### config.mk
export PLATFORM = sky130hd
export DESIGN_NAME = lane_serializer
export DESIGN_NICKNAME = d
export VERILOG_FILES = /design/src/rtl/lane_serializer.sv
export SDC_FILE = /design/constraint.sdc
export NUM_CORES = 1
export LEC_CHECK = 0
export BUFFER_PORTS_ARGS = -buffer_cell sky130_fd_sc_hd__buf_2
export CORE_MARGIN = 2
export CORE_UTILIZATION = 35
export CTS_BUF_LIST = sky130_fd_sc_hd__clkbuf_2 sky130_fd_sc_hd__clkbuf_4 sky130_fd_sc_hd__clkbuf_8
export CTS_CLUSTER_SIZE = 24
export DETAILED_ROUTE_END_ITERATION = 12
export PLACE_DENSITY = 0.6
export SYNTH_ARGS = -nofsm -noshare
export SYNTH_HDL_FRONTEND = slang
export SYNTH_SLANG_ARGS = --single-unit
### constraint.sdc
create_clock -name clk -period 7.6 [get_ports clk]
set_input_delay 0 -clock clk [delete_from_list [all_inputs] [get_ports clk]]
set_output_delay 0 -clock clk [all_outputs]
set_load 0.05 [all_outputs]
### src/rtl/lane_serializer.sv
// Word-to-lane serializer: words queue in a small FIFO and leave MS lane first over a
// valid/ready lane port, framed by sof/eof with an optional trailing XOR checksum lane.
module lane_serializer #(
  parameter int WORD_W     = 24,
  parameter int LANE_W     = 4,
  parameter int FIFO_DEPTH = 4,
  parameter int CHECKSUM   = 1
) (
  input  logic                          clk,
  input  logic                          reset,
  input  logic [WORD_W-1:0]             in_word,
  input  logic                          write,
  output logic                          full,
  output logic [$clog2(FIFO_DEPTH):0]   fifo_count,
  output logic                          overflow,
  output logic [LANE_W-1:0]             lane_out,
  output logic                          lane_valid,
  input  logic                          lane_ready,
  output logic                          sof,
  output logic                          eof
);
  localparam int NLANES = WORD_W / LANE_W;
  localparam int IDX_W  = $clog2(NLANES);
  localparam int PTR_W  = $clog2(FIFO_DEPTH);
  localparam logic [IDX_W-1:0] LAST_IDX  = IDX_W'(NLANES - 1);
  localparam logic [PTR_W:0]   DEPTH_CNT = (PTR_W + 1)'(FIFO_DEPTH);

  typedef enum logic [1:0] {IDLE, SHIFT, CSUM} state_t;

  state_t                state, state_n;
  logic [WORD_W-1:0]     mem [FIFO_DEPTH];
  logic [PTR_W-1:0]      wr_ptr, rd_ptr;
  logic [PTR_W:0]        count_n;
  logic [WORD_W-1:0]     shifter, shifter_n;
  logic [IDX_W-1:0]      lane_idx, idx_n;
  logic [LANE_W-1:0]     csum, csum_n, lane_n;
  logic                  valid_n, sof_n, eof_n;
  logic                  push, pop, transfer, end_word;

  // Handshake: a lane moves when lane_valid & lane_ready are both high at a rising edge;
  // while valid is high and ready low, lane_out/sof/eof hold. A write is taken only when
  // the registered full flag is low, independent of any pop on the same edge.
  assign transfer = lane_valid & lane_ready;
  assign push     = write & ~full;

  always_comb begin
    state_n   = state;
    shifter_n = shifter;
    idx_n     = lane_idx;
    csum_n    = csum;
    pop       = 1'b0;
    end_word  = 1'b0;
    case (state)
      SHIFT: begin
        if (transfer) begin
          csum_n = csum ^ lane_out;
          if (lane_idx == LAST_IDX) begin
            if (CHECKSUM != 0) state_n = CSUM;
            else               end_word = 1'b1;
          end else begin
            idx_n = lane_idx + 1'b1;
          end
        end
      end
      CSUM:    if (transfer) end_word = 1'b1;
      default: state_n = IDLE;
    endcase
    if (end_word) begin
      state_n = IDLE;
      idx_n   = '0;
    end
    // Loading at end of word as well as from IDLE gives back-to-back words with no bubble.
    if ((state == IDLE || end_word) && fifo_count != '0) begin
      pop       = 1'b1;
      shifter_n = mem[rd_ptr];
      idx_n     = '0;
      csum_n    = '0;
      state_n   = SHIFT;
    end
  end

  // Registered outputs are precomputed from the next-state values.
  always_comb begin
    valid_n = (state_n != IDLE);
    sof_n   = (state_n == SHIFT) && (idx_n == '0);
    eof_n   = (state_n == CSUM) ||
              ((state_n == SHIFT) && (idx_n == LAST_IDX) && (CHECKSUM == 0));
    lane_n  = '0;
    if (state_n == CSUM)
      lane_n = csum_n;
    else if (state_n == SHIFT)
      lane_n = LANE_W'(shifter_n >> (LANE_W * (NLANES - 1 - int'(idx_n))));
  end

  always_comb begin
    count_n = fifo_count;
    case ({push, pop})
      2'b10:   count_n = fifo_count + 1'b1;
      2'b01:   count_n = fifo_count - 1'b1;
      default: count_n = fifo_count;
    endcase
  end

  always_ff @(posedge clk or posedge reset) begin
    if (reset) begin
      state      <= IDLE;
      shifter    <= '0;
      lane_idx   <= '0;
      csum       <= '0;
      wr_ptr     <= '0;
      rd_ptr     <= '0;
      fifo_count <= '0;
      full       <= 1'b0;
      overflow   <= 1'b0;
      lane_out   <= '0;
      lane_valid <= 1'b0;
      sof        <= 1'b0;
      eof        <= 1'b0;
    end else begin
      state      <= state_n;
      shifter    <= shifter_n;
      lane_idx   <= idx_n;
      csum       <= csum_n;
      fifo_count <= count_n;
      full       <= (count_n == DEPTH_CNT);
      lane_out   <= lane_n;
      lane_valid <= valid_n;
      sof        <= sof_n;
      eof        <= eof_n;
      if (push)          wr_ptr   <= wr_ptr + 1'b1;
      if (pop)           rd_ptr   <= rd_ptr + 1'b1;
      if (write && full) overflow <= 1'b1;
    end
  end

  always_ff @(posedge clk) begin
    if (push) mem[wr_ptr] <= in_word;
  end
endmodule

==> impl_metrics.csv <==
group,metric,value,unit
status,status,"completed",
synthesis,muxShareOfSynthArea,9.184,%
placed_design,postPlaceCellArea,6425,µm²
timing,slew_viol_final,0,
synthesis,synth_top_family_by_area,"simple AND/OR/NAND/NOR gates",
floorplan,fp.dieH,134.9,µm
clock_tree,numCtsBuffers,17,
worst_setup_path,cp.required,7950,ps
synthesis,syn-instance-count,391,
synthesis,yosys-top-cells-area,"edfxtp_1, dfrtp_1, mux4_2, nand2_1, ha_1",
timing,fmax,0.3040,GHz
timing,worst_pin_slew,1023,ps
hold_path,holdPathStages,4,
timing,skew,14.04,ps
synthesis,synth_compound_area_share,5.761,%
global_route,antenna_found_initial,0,
final_layout,drive_above_1_share,23.85,%
global_route,grt_max_degree,50,
timing,fin_crit_sh,43.29,%
synthesis,synth_top_area_share,48.09,%
hold_path,hold_class,"input pin to flip-flop",
clock_tree,numClockSinks,145,
placed_design,place_hpwl,7051,µm
final_layout,diodes,0,
floorplan,core_area,16640,µm²
synthesis,synth.distinct_cells,49,
final_layout,syn2layout_area_growth,18.33,%
synthesis,ys_warn_count,0,
worst_setup_path,crit_path_start_kind,"flip-flop",
final_layout,stdcell_count,698,
worst_setup_path,cp.arrival,3640,ps
worst_setup_path,worstSetupPathType,"flip-flop to flip-flop",
timing,fin_crit,3290,ps
clock_tree,cts-htree-levels,4,
global_route,grtUsageTotal,13.83,%
global_route,overflow,0,
worst_setup_path,critPathMaxFanout,35,
floorplan,die_x,134.9,µm
pwr,power_density,391.8,nW/µm²
floorplan,die_area,18190,µm²
synthesis,ys_seq_area_share,68.55,%
hold_path,min_from,"lane_ready",
final_layout,postLayoutCoreUtil,42.62,%
worst_setup_path,end_kind,"flip-flop",
pwr,p_total,2.779,mW
detailed_routing,vias,3368,
synthesis,synthArstFlopShare,33.79,%
synthesis,synthFlopType,"edfxtp_1",
hold_path,holdPathEnd,"lane_idx[2]",
clock_tree,clock_latency,440,ps
placed_design,place_inst,640,
worst_setup_path,r2r-start,"state[0]",
placed_design,gp_congestion,0.8320,
floorplan,fp-row-count,47,
timing,finalHoldViolCount,0,
clock_tree,cts_tree,"built",
synthesis,synth_xor_area_share,1.461,%
worst_setup_path,r2r_cells,12,
placed_design,place.port_buffers,39,
synthesis,synth_fp_nets,432,
job,maxCapViolCount,0,
worst_setup_path,critPathLaunch,"state[0]",
detailed_routing,drt-initial-drc-count,226,
clock_tree,clk_pin_slew,80,ps
clock_tree,postCtsSetupBuffers,0,
floorplan,initial_core_util,36.02,%
synthesis,syn_area_per_cell,15.33,µm²
synthesis,syn_area,5994,µm²
final_layout,fillers,1472,
synthesis,synthSimpleGateAreaFrac,9.768,%
worst_setup_path,rrSetupSlack,4310,ps
detailed_routing,drt_first_pass_iters,4,
global_route,grt_pass1_vias,3592,
detailed_routing,drc,0,
detailed_routing,vias_per_cell,4.825,
timing,tns,0,ps
synthesis,synth_seq_cells,145,
pwr,max-vdd-ir-drop,177.8,µV
timing,setup_viol,0,
synthesis,synth_common_cells,"edfxtp_1, nand2_1, dfrtp_1",
detailed_routing,drtAntennaViolNets,0,
timing,timing.slew.headroom,31.70,%
floorplan,pin_count,40,
final_layout,fin_area,7093,µm²
worst_setup_path,worstReg2RegEnd,"full",
synthesis,synth_top_area_cell,"edfxtp_1",
pwr,p_leak,2.798,nW
final_layout,final_net_count,506,
detailed_routing,drt-total-wl,11200,µm
global_route,grt_pass1_wl,18910,µm
detailed_routing,wire_per_inst,16.05,µm
synthesis,synth_edf_count,96,
synthesis,synth_most_common_cell,"edfxtp_1",
clock_tree,root_buffer,"clkbuf_8",
synthesis,yosys.area_share.adder,2.839,%
timing,rsz0062_at_grt,"no",
clock_tree,clk_path_buf_depth,2,
-- worst max-delay path, stage by stage, from the launching register on --
cell     delay [ps]
dfrtp_1         430
inv_1           110
ha_1            250
and3_1          280
o21ai_4         670
inv_4           320
ha_1            320
inv_1            80
fa_1            180
xor2_1           60
nor2_1          120
xor2_1          190
nor3b_1         190
-- layout make-up --
| type | instances | area (µm²) | area share (%) |
|---|---|---|---|
| Multi-Input combinational cell | 215 | 1739 | 24.52 |
| Inverter | 15 | 61.31 | 0.8644 |
| Sequential cell | 145 | 4109 | 57.93 |
| Tap cell | 220 | 275.3 | 3.881 |
| Timing Repair Buffer | 71 | 500.5 | 7.056 |
| Clock inverter | 13 | 158.9 | 2.240 |
| Clock buffer | 19 | 249.0 | 3.510 |
-- worst max path at each step --
stage               slack (ps)  depth (start not counted)   end
floorplan                 4490                         12  full
global placement          4410                         10  full
detailed placement        4270                         12  full
CTS                       4260                         12  full
global route              3940                         12  full
finish                    4310                         12  full
-- cells by family (layout without fill, tap and decap cells) --
group                    Yosys count  after routing
XOR/XNOR                          10             10
multiplexers                      25             25
flip-flops                       145            145
buffers and inverters             31            118
adder cells (fa/ha/maj)           13             13
AND/OR/NAND/NOR                  128            128
AO/OA/AOI/OAI                     39             39
-- metal layers --
layer	vias to the layer above	global-route usage (%)	wire length, µm
met3	7	3.941	415
met1	1690	18.12	5238
met2	72	22.19	5457
li1	1599	-	-
met5	-	0	0
met4	0	4.737	90
-- stage by stage --
stage          setup WS, ps  hold WS, ps
2_1_floorplan          4488        98.87
4_1_cts                4262        20.47
5_1_grt                3938        77.19
6_report               4310        53.34
3_5_place_dp           4269        215.0
3_3_place_gp           4407        210.1
-- placed cells by master, fill, tap and decap left out, types with 12 or more instances in the layout --
cell,count
dlygate4sd3_1,26
edfxtp_1,96
mux4_2,24
ha_1,12
nand2_1,78
clkbuf_8,17
buf_2,39
nor2_1,12
inv_1,12
dfrtp_1,49
-- sequential cells by signal (all words and copies together), names as in the netlist --
register,flops
rd_ptr,2
sof,1
eof,1
state,2
full,1
shifter,24
fifo_count,3
mem,96
lane_valid,1
wr_ptr,2
lane_idx,3
overflow,1
csum,4
lane_out,4
-- report_power, final --
| part | internal, mW | total (mW) | switching, mW |
|---|---|---|---|
| Clock | 0.332 | 0.620 | 0.287 |
| Combinational | 0.381 | 0.993 | 0.612 |
| Sequential | 1.06 | 1.17 | 0.101 |
| Total | 1.78 | 2.78 | 1.00 |
-- what timing repair did --
item / in CTS / in global routing
hold buffers: 26 / 0
resized for setup: 0 / 0
hold endpoints to repair: 146 / 0
Power figures use the tool's default switching activity.
